$ cat config.mk
export PLATFORM = sky130hd
export DESIGN_NAME = txt_raster
export DESIGN_NICKNAME = d
export VERILOG_FILES = /design/src/rtl/txt_raster.sv
export SDC_FILE = /design/constraint.sdc
export NUM_CORES = 1
export LEC_CHECK = 0
export CAP_MARGIN = 0
export CORE_MARGIN = 2
export CORE_UTILIZATION = 46
export DETAILED_ROUTE_END_ITERATION = 6
export HOLD_SLACK_MARGIN = 0.05
export PLACE_DENSITY = 0.78
export SLEW_MARGIN = 40
export SYNTH_ARGS = -nofsm -noshare
export SYNTH_HDL_FRONTEND = slang
export SYNTH_SLANG_ARGS = --single-unit
$ cat constraint.sdc
create_clock -name clk -period 3.8 [get_ports clk]
set_clock_uncertainty 0.15 [all_clocks]
set_input_delay 0.38 -clock clk [delete_from_list [all_inputs] [get_ports clk]]
set_output_delay 0.38 -clock clk [all_outputs]
set_load 0.05 [all_outputs]
$ cat src/rtl/txt_raster.sv
// Text-mode rasteriser: per scanline/cell fetches code then glyph row, writes CELL_W pixels; 3+CELL_W cycles per cell.
// fb_ready low stalls DRAW with outputs held; optional flash phase counter under `TXT_FLASH_EN.
module txt_raster #(
    parameter int          COLS      = 40,
    parameter int          ROWS      = 24,
    parameter int          CELL_W    = 7,
    parameter int          CELL_H    = 8,
    parameter logic [15:0] TXT_BASE  = 16'h400,
    parameter int          ADDR_MODE = 1,
    parameter int          FB_AW     = 16,
    parameter int          PIX_W     = 24,
    parameter logic [PIX_W-1:0] FG   = 24'hFFFFFF,
    parameter logic [PIX_W-1:0] BG   = 24'h000000,
    parameter int          FLASH_FR  = 16
) (
    input  logic                          clk,
    input  logic                          reset,
    input  logic                          start,
    output logic                          busy,
    output logic                          done,
    output logic [15:0]                   txt_adr,
    input  logic [7:0]                    txt_q,
    output logic [8+$clog2(CELL_H)-1:0]   crom_adr,
    input  logic [7:0]                    crom_q,
    output logic                          fb_we,
    output logic [FB_AW-1:0]              fb_adr,
    output logic [PIX_W-1:0]              fb_d,
    input  logic                          fb_ready
);
    localparam int NLINES = ROWS * CELL_H;
    localparam int COL_W  = (COLS > 1) ? $clog2(COLS) : 1;
    localparam int Y_W    = (NLINES > 1) ? $clog2(NLINES) : 1;
    localparam int DX_W   = (CELL_W > 1) ? $clog2(CELL_W) : 1;
    localparam int CA_W   = 8 + $clog2(CELL_H);

    typedef enum logic [2:0] {S_IDLE, S_TADR, S_TCAP, S_GCAP, S_DRAW, S_DONE} state_t;

    state_t           state_q, state_d;
    logic [COL_W-1:0] col_q, col_d;
    logic [Y_W-1:0]   y_q, y_d;
    logic [DX_W-1:0]  dx_q, dx_d;
    logic [7:0]       code_q, code_d;
    logic [7:0]       glyph_q, glyph_d;
    logic             dx_last, col_last, y_last;
    logic             flash_inv, inv;
    logic [31:0]      row, dot_y;

`ifdef TXT_FLASH_EN
    localparam int FR_W = (FLASH_FR > 1) ? $clog2(FLASH_FR) : 1;
    logic [FR_W-1:0]  frm_q, frm_d;
    logic             phase_q, phase_d;

    // Phase only changes in DONE, so it is constant for the whole of a frame.
    always_comb begin
        frm_d   = frm_q;
        phase_d = phase_q;
        if (state_q == S_DONE) begin
            if (frm_q == FR_W'(FLASH_FR - 1)) begin
                frm_d   = '0;
                phase_d = ~phase_q;
            end else begin
                frm_d = frm_q + FR_W'(1);
            end
        end
    end

    always_ff @(posedge clk or negedge reset) begin
        if (!reset) begin
            frm_q   <= '0;
            phase_q <= 1'b0;
        end else begin
            frm_q   <= frm_d;
            phase_q <= phase_d;
        end
    end

    assign flash_inv = phase_q;
`else
    assign flash_inv = 1'b1;
`endif

    assign dx_last  = (dx_q == DX_W'(CELL_W - 1));
    assign col_last = (col_q == COL_W'(COLS - 1));
    assign y_last   = (y_q == Y_W'(NLINES - 1));
    assign row      = 32'(y_q) / CELL_H;
    assign dot_y    = 32'(y_q) % CELL_H;

    always_comb begin
        if (code_q[7])      inv = 1'b0;
        else if (code_q[6]) inv = flash_inv;
        else                inv = 1'b1;
    end

    always_ff @(posedge clk or negedge reset) begin
        if (!reset) state_q <= S_IDLE;
        else        state_q <= state_d;
    end

    always_comb begin
        state_d = state_q;
        case (state_q)
            S_IDLE: if (start) state_d = S_TADR;
            S_TADR: state_d = S_TCAP;
            S_TCAP: state_d = S_GCAP;
            S_GCAP: state_d = S_DRAW;
            S_DRAW: if (fb_ready && dx_last) state_d = (col_last && y_last) ? S_DONE : S_TADR;
            S_DONE: state_d = S_IDLE;
            default: state_d = S_IDLE;
        endcase
    end

    always_comb begin
        col_d   = col_q;
        y_d     = y_q;
        dx_d    = dx_q;
        code_d  = code_q;
        glyph_d = glyph_q;
        if (state_q == S_TCAP) code_d = txt_q;
        if (state_q == S_GCAP) glyph_d = inv ? ~crom_q : crom_q;
        if (state_q == S_DRAW && fb_ready) begin
            if (dx_last) begin
                dx_d = '0;
                if (col_last) begin
                    col_d = '0;
                    y_d   = y_last ? '0 : y_q + Y_W'(1);
                end else begin
                    col_d = col_q + COL_W'(1);
                end
            end else begin
                dx_d = dx_q + DX_W'(1);
            end
        end
    end

    always_ff @(posedge clk or negedge reset) begin
        if (!reset) begin
            col_q   <= '0;
            y_q     <= '0;
            dx_q    <= '0;
            code_q  <= '0;
            glyph_q <= '0;
        end else begin
            col_q   <= col_d;
            y_q     <= y_d;
            dx_q    <= dx_d;
            code_q  <= code_d;
            glyph_q <= glyph_d;
        end
    end

    // Outputs are zero outside their owning state so idle/reset values are all-zero.
    always_comb begin
        busy     = (state_q == S_TADR) || (state_q == S_TCAP) ||
                   (state_q == S_GCAP) || (state_q == S_DRAW);
        done     = (state_q == S_DONE);
        fb_we    = (state_q == S_DRAW);
        txt_adr  = '0;
        crom_adr = '0;
        fb_adr   = '0;
        fb_d     = '0;
        if (state_q == S_TADR) begin
            if (ADDR_MODE == 1)
                txt_adr = 16'(32'(TXT_BASE) + 128 * (row % 8) + 40 * (row / 8) + 32'(col_q));
            else
                txt_adr = 16'(32'(TXT_BASE) + row * COLS + 32'(col_q));
        end
        if (state_q == S_TCAP) crom_adr = CA_W'(32'(txt_q) * CELL_H + dot_y);
        if (state_q == S_DRAW) begin
            fb_adr = FB_AW'(32'(y_q) * (COLS * CELL_W) + 32'(col_q) * CELL_W + 32'(dx_q));
            fb_d   = glyph_q[3'(32'(CELL_W - 1) - 32'(dx_q))] ? FG : BG;
        end
    end
endmodule

==> Yosys cells after proc, flatten, opt, wreduce, memory -nomap -nowiden <==
Cells that the tools add are included.
Widths: inputs -> output; s select.
{ "classes": {"add_sub_neg": 10, "n_mul": 3, "n_lt_le_gt_ge": 1, "n_eq_ne": 10, "mux": 15, "bitwise": 1, "n_reduce_logical": 10} }
{ "ops": {"columns": ["cell", "count"], "rows": [
  ["$mux 24", 2],
  ["$add 16x3->16", 1],
  ["$add 16x9->16", 1],
  ["$mux 16", 1],
  ["$mux 8", 2],
  ["$pmux 3 s5", 1],
  ["$add 13x6->14", 1],
  ["$mux 14", 1],
  ["$add 12x8->13", 1],
  ["$mul 8x6->13 const B", 1],
  ["$add 11x10->12 const A", 1],
  ["$mux 3", 4],
  ["$add 11x3->11", 1],
  ["$mux 11", 1],
  ["$eq 3x3->1 const B", 3],
  ["$mul 6x3->9 const B", 1],
  ["$add 8x1->8 const B", 1],
  ["$eq 8x8->1 const B", 1],
  ["$not 8->8", 1],
  ["$add 6x1->6 const B", 1],
  ["$eq 3x2->1 const B", 2],
  ["$eq 6x6->1 const B", 1],
  ["$mux 6", 1],
  ["$mul 3x2->5 const A", 1],
  ["other kinds (13)", 18]
]} }
{ "word_totals": {"regBits": 36, "inputBits": 20, "out_inout_bits": 70, "wordCells": 56} }

==> Depth between registers and ports, before layout <==
Gate-level depths: netlist of run 1.
{ "depth": {"depth_word": 5, "mapped_depth": 14, "ltp_nobuf": 14} }

==> Worst setup path before layout of run 1 <==
No wires, ideal clock.
{ "synth_path": {"path_type": "register to output", "startpoint": "reg y_q[6]", "endpoint": "out fb_adr[12]", "arrival_ns": 4.512, "required_ns": 3.270, "slack_ns": -1.242, "path_stages_with_launch": 13, "n_path_buf": 0, "cell_sequence": "dfrtp_1 -> inv_1 -> ha_1 -> inv_1 -> ha_1 -> inv_1 -> fa_1 -> inv_1 -> ha_1 -> o21ai_1 -> nor2_1 -> or4_4 -> o41ai_1"} }
{ "synth_between": {"elab_chain_cells": 4} }
{ "synth_lines": {"columns": ["item", "line", "source"], "rows": [
  ["start, declared", "40", "logic [Y_W-1:0] y_q, y_d;"],
  ["start signal, assigned", "144", "y_q <= y_d;"],
  ["$mul 8x6->13", "169", "fb_adr = FB_AW'(32'(y_q) * (COLS * CELL_W) + 32'(col_q) * CELL_W + 32'(dx_q));"],
  ["$add 16x9->16", "169", null],
  ["$add 16x3->16", "169", null],
  ["$mux 16", "168", "if (state_q == S_DRAW) begin"],
  ["end, declared", "26", "output logic [FB_AW-1:0] fb_adr,"]
]} }
No other way between the ends.

==> Worst setup path after layout of run 1 <==
{ "layout_path": {"startpoint": "reg y_q[6]", "endpoint": "out fb_adr[14]"} }
The elaborated chain is that of the path after synthesis.

==> impl_metrics.yaml, run 1 <==
timing:
  fin_setup_tns_ps: -3230
  rsz0062_at_grt: "yes"
  drv_slew: 0
  period_minus_slack_ps: 4320
  hold_viol_final: 0
  tightest_slew_ps: 761
  max_slew_margin: 0.492
  finalSetupViolCount: 10
  finalWorstSetupSlack_ps: -522
  fmax_ghz: 0.231
  post-route-period-util: 1.14
worst_setup_path:
  worstPathMaxFanout: 5
  cp_num_buf_inv: 5
  reg2reg_to: "y_q[7]"
  critPathKind: "reg -> out"
  cpMostUsedCell: "inv_2"
  crit_chain: "inv_2 -> ha_4 -> inv_2 -> ha_4 -> inv_2 -> fa_1 -> inv_2 -> ha_4 -> o21ai_4 -> nor2_4 -> or4_4 -> or3_4 -> o31a_1 -> nor3_4 -> buf_12"
  r2r_setup_slack_ps: 1210
  worstPathRequired_ps: 3270
  cp.arrival_ps: 3790
  crit_path_max_incr_delay_ps: 490
  crit_family: "adder cells"
  critPathCapture: "fb_adr[14]"
  crit_path_start: "y_q[6]"
  rr_startpoint: "col_q[0]"
  cp-start-kind: "flip-flop"
  path_depth: 15
  crit_path_end_kind: "primary output"
  cp_slowest_cell: "fa_1"
  reg2reg_depth: 9
global_route:
  overflow: 0
  grt_pass1_wl_um: 19100
  antenna_found_initial: 0
  grt_max_degree: 25
  grt_use_total: 0.283
  grt_pass1_vias: 3875
finish:
  multiInputGateArea_um2: 3120
  final_cells: 673
  regArea_um2: 731
  drive_gt1_frac: 0.406
  syn_to_final_growth_pct: 72.6
  num_antenna_cells: 0
  final_area_um2: 6170
  fillers: 420
  nNetsFinal: 654
clock_network:
  tritoncts: "yes"
  clk_pin_slew_worst_paths_ps: 60
  cts_buffers: 5
  cts-root-buf: "clkbuf_8"
  clkLatencyLatePin_ps: 290
  h-tree-depth: 2
  cts_sinks: 29
  cts.path.max_buffers: 2
logic_synthesis:
  syn_area_um2: 3570
  ys_seq_elements: 29
  yosysUniqueCellTypes: 58
  ys_seq_area_frac: 0.203
  synth_edf_count: 0
  synth_area_per_cell_um2: 8.63
  syn-instance-count: 414
  synth_ff_type: "dfrtp_1"
  ys.warnings.count: 0
  synth-async-reset-ratio: 1.00
floorplan:
  die-area_um2: 8490
  io_pins: 90
  initial_core_util: 0.470
  die_h_um: 92.2
  rows: 32
  die_w_um: 92.2
  core-area_um2: 7610
place:
  placed_cell_area_um2: 5460
  io_buffer_count: 85
  routabilityCongestion: 0.911
  dpl.cell_count: 645
  dp_hpwl_um: 8190
  pre_cts_ws_ps: -389
routing:
  drt-initial-drc-count: 295
  wl_um: 12400
  wl_per_cell_um: 18.4
  viasPerCell: 5.51
  vias: 3705
  ant_nets: 0
  drc_errors: 0
  drt_pass1_iterations: 6
worst_hold_path:
  hold_path_class: "reg -> reg"
  min_path_cells: 2
pwr:
  total_leakage_power_nw: 2.75
  p_per_area_nw_per_um2: 571
  vdd_drop_max_uv: 504
  finalPower_mw: 3.52
run_status:
  violations: "setup timing"
  status: "finished, violations left"
run:
  maxCapViolCount: 0
[how the worst min path moves through the flow]
stage / endpoint / startpoint / slack [ps]
final: glyph_q[0] / glyph_q[0] / 330
after global placement: glyph_q[0] / glyph_q[0] / 310
after CTS: glyph_q[0] / glyph_q[0] / 340
after detailed placement: dx_q[1] / reset / 230
after floorplan: code_q[7] / reset / -70
after global routing: glyph_q[1] / glyph_q[1] / 370
[tightest hold or removal path: stages (launching register included)]
cell     delay, ps
dfrtp_1        340
nand2_1         40
o21ai_0         60
[stage by stage]
stage / hold WS (ps) / util
2_1_floorplan: -65.6 / -
4_1_cts: 336 / 0.784
5_1_grt: 373 / 0.811
3_3_place_gp: 311 / 0.718
6_report: 331 / 0.811
3_5_place_dp: 225 / 0.717
[layout by cell type, fill, tap and decap left out, drive strengths merged, types with 5 or more instances in the layout]
cell,Yosys,final
clkbuf,7,7
inv,35,35
nand4,7,7
ha,49,49
a21o,7,7
fa,15,15
nor2,41,41
nand2,23,23
or2,5,5
buf,29,135
dfrtp,29,29
o21ai,23,23
nand3,10,10
xor2,15,15
clkdlybuf4s50,0,46
and2,16,16
xnor2,16,16
or3,7,7
a21oi,17,17
nor3,7,7
[Yosys cell counts, types with 6 or more instances]
master,n,area share
xor2_1,15,0.037
clkbuf_1,7,0.0074
dfrtp_1,29,0.20
a21o_1,7,0.015
nand3_1,10,0.014
nor3_1,6,0.0084
nand4_1,7,0.012
xnor2_1,16,0.039
nor2_1,41,0.043
buf_4,27,0.057
nand2_1,23,0.024
a21oi_1,17,0.024
ha_1,49,0.17
and2_1,16,0.028
fa_1,15,0.084
o21ai_0,22,0.031
inv_1,35,0.037
[per-layer routing]
layer	up-vias	GRT usage	share of wire
li1	1707	-	-
met1	1794	0.349	0.39
met2	164	0.510	0.52
met3	40	0.0378	0.058
met4	0	0.0858	0.026
met5	-	0	0
[cells by family (layout without fill, tap and decap cells)]
logic type,after synthesis,in the layout,synth area share
flops,29,29,0.203
buf+inv,71,225,0.103
other cells,1,4,0.00105
compound gates,75,75,0.139
mux,5,5,0.0214
xor+xnor,31,31,0.0760
fa+ha+maj,64,64,0.256
simple gates,138,138,0.201
[registers in the layout, summed over array words and instances (netlist names)]
register and count:
col_q 6, dx_q 3, y_q 8, state_q 3, code_q 1, glyph_q 8
[where the power goes]
part           internal [mW]  switching, mW
clock                  0.214          0.130
sequential             0.396          0.105
combinational           1.20           1.48
total                   1.81           1.71
[area by class of cell]
type,count,area share
Multi-Input combinational cell,317,0.506
Timing Repair Buffer,182,0.315
Sequential cell,29,0.118
Inverter,35,0.0213
Tap cell,102,0.0207
Clock buffer,7,0.0140
Clock inverter,1,0.00487
[repair_timing]
action,4_1_cts,5_1_grt
pin swaps,22,20
hold buffers,1,0
endpoints found under the setup margin,10,11
endpoints found under the hold margin,20,0
gates resized for setup,47,27
setup buffers,13,6
Power figures use the tool's default switching activity.
==> inputs of run 2 (changes only) <==
--- a/config.mk
+++ b/config.mk
@@ -11,6 +11,7 @@
 export DETAILED_ROUTE_END_ITERATION = 6
 export HOLD_SLACK_MARGIN = 0.05
 export PLACE_DENSITY = 0.78
+export SKIP_CTS_REPAIR_TIMING = 1
 export SLEW_MARGIN = 40
 export SYNTH_ARGS = -nofsm -noshare
 export SYNTH_HDL_FRONTEND = slang
==> constraint.sdc (replaced) <==
create_clock -name clk -period 3.5 [get_ports clk]
set_clock_uncertainty 0.15 [all_clocks]
set_input_delay 0.35 -clock clk [delete_from_list [all_inputs] [get_ports clk]]
set_output_delay 0.35 -clock clk [all_outputs]
set_load 0.05 [all_outputs]
==> run 2 against run 1 <==
Net effect: the run still ends with setup timing left; global-route usage decreased by 4.2 points; critical endpoint is now fb_adr[15]; combinational power increased by 15%; power increased by 10%; count of clock-buffer cells in the layout decreased by 1; clock power decreased by 24%.
==> impl_metrics.yaml, run 2 (synthesis results as in run 1) <==
run_status:
  status: "finished, violations left"
  violations: "setup timing"
worst_setup_path:
  worstPathMaxFanout: 5
  r2r_setup_slack_ps: 800
  cp.arrival_ps: 3870
  reg2reg_to: "y_q[7]"
  critPathKind: "reg -> out"
  rr_startpoint: "state_q[2]"
  reg2reg_depth: 7
  worstPathRequired_ps: 3000
  cp-start-kind: "flip-flop"
  crit_path_end_kind: "primary output"
place:
  routabilityCongestion: 0.858
  io_buffer_count: 85
  dpl.cell_count: 653
  dp_hpwl_um: 8300
clock_network:
  cts.path.max_buffers: 2
  tritoncts: "yes"
  h-tree-depth: 2
  cts-root-buf: "clkbuf_8"
  clkLatencyLatePin_ps: 280
  cts_sinks: 29
  clk_pin_slew_worst_paths_ps: 60
  cts_buffers: 5
run:
  maxCapViolCount: 0
global_route:
  grt.busiest_layer: "met2"
  met1_usage: 0.277
  overflow: 0
  grt_pass1_wl_um: 16600
  use_met3: 0.0312
  grt_use_total: 0.241
  grt_max_degree: 25
  use_met2: 0.459
  antenna_found_initial: 0
  grt_pass1_vias: 3610
routing:
  wl_um: 11600
  viasPerCell: 5.39
  ant_nets: 0
  vias: 3602
  drt_pass1_iterations: 4
  drt-initial-drc-count: 142
  wl_per_cell_um: 17.3
  drc_errors: 0
finish:
  syn_to_final_growth_pct: 70.2
  top_regs: "glyph_q: 8 flops, y_q: 8 flops, col_q: 6 flops"
  fillers: 428
  drive_gt1_frac: 0.406
  fin_util: 0.800
  regArea_um2: 732
  num_antenna_cells: 0
  final_common_cell: "buf_4"
  layout_common_cells: "82 x buf_4, 46 x clkdlybuf4s50_1, 37 x buf_12"
  nNetsFinal: 649
  multiInputGateArea_um2: 3070
  final_cells: 668
timing:
  finalSetupViolCount: 11
  period_minus_slack_ps: 4370
  fin_setup_tns_ps: -6410
  drv_slew: 0
  tightest_slew_ps: 755
  post-route-period-util: 1.25
  max_slew_margin: 0.493
  hold_viol_final: 0
  rsz0062_at_grt: "yes"
  finalWorstSetupSlack_ps: -873
  fmax_ghz: 0.229
floorplan:
  io_pins: 90
  die_w_um: 92.2
  initial_core_util: 0.470
  core-area_um2: 7610
  die-area_um2: 8490
  die_h_um: 92.2
  rows: 32
pwr:
  vdd_drop_max_uv: 714
  finalPower_mw: 3.89
  p_per_area_nw_per_um2: 639
  total_leakage_power_nw: 2.70
worst_hold_path:
  min_from: "glyph_q[2]"
  holdPathEnd: "glyph_q[2]"
  hold_path_class: "reg -> reg"
  min_path_cells: 2
==> run 2: routing by layer <==
layer	wire, um	part of all wire
met1	4450	0.39
met2	6320	0.55
met3	508	0.044
met4	276	0.024
met5	0	0
==> run 2: report_power, final <==
part | total (mW) | switching (mW) | internal (mW)
sequential | 0.535 | 0.104 | 0.431
combinational | 3.09 | 1.66 | 1.43
clock | 0.261 | 0.123 | 0.137
==> run 2: worst max-delay path by stage <==
stage,startpoint,end,slack (ps),depth (start not counted)
2_1_floorplan,y_q[6],fb_adr[14],-710,14
3_3_place_gp,y_q[4],fb_adr[15],-590,11
3_5_place_dp,col_q[0],fb_adr[15],-680,12
4_1_cts,y_q[4],fb_adr[15],-1010,11
5_1_grt,y_q[4],fb_adr[15],-970,11
6_report,y_q[6],fb_adr[15],-870,15
==> run 2: final cells by class <==
| cell class | instances | share of cell area |
|---|---|---|
| Clock buffer | 6 | 0.0119 |
| Timing Repair Buffer | 177 | 0.319 |
| Sequential cell | 29 | 0.120 |
| Multi-Input combinational cell | 317 | 0.504 |
| Clock inverter | 2 | 0.00164 |
| Tap cell | 102 | 0.0210 |
| Inverter | 35 | 0.0220 |
==> run 2: stage by stage <==
stage	cell area, um^2	worst slack [ps]	hold slack [ps]
after floorplan	3900	-715	-95.6
after global placement	5650	-586	314
after detailed placement	5650	-681	320
after CTS	5730	-1010	334
after global routing	6090	-966	371
final	6090	-873	333
==> run 2: critical path, stage by stage, from the launching register on <==
cell	delay [ps]
dfrtp_2	430
inv_2	70
ha_4	260
inv_2	40
ha_4	250
inv_2	30
fa_1	480
inv_2	50
ha_4	230
o21ai_4	70
nor2_2	80
or4_4	480
or3_4	380
o41ai_4	410
a311oi_4	150
buf_12	170
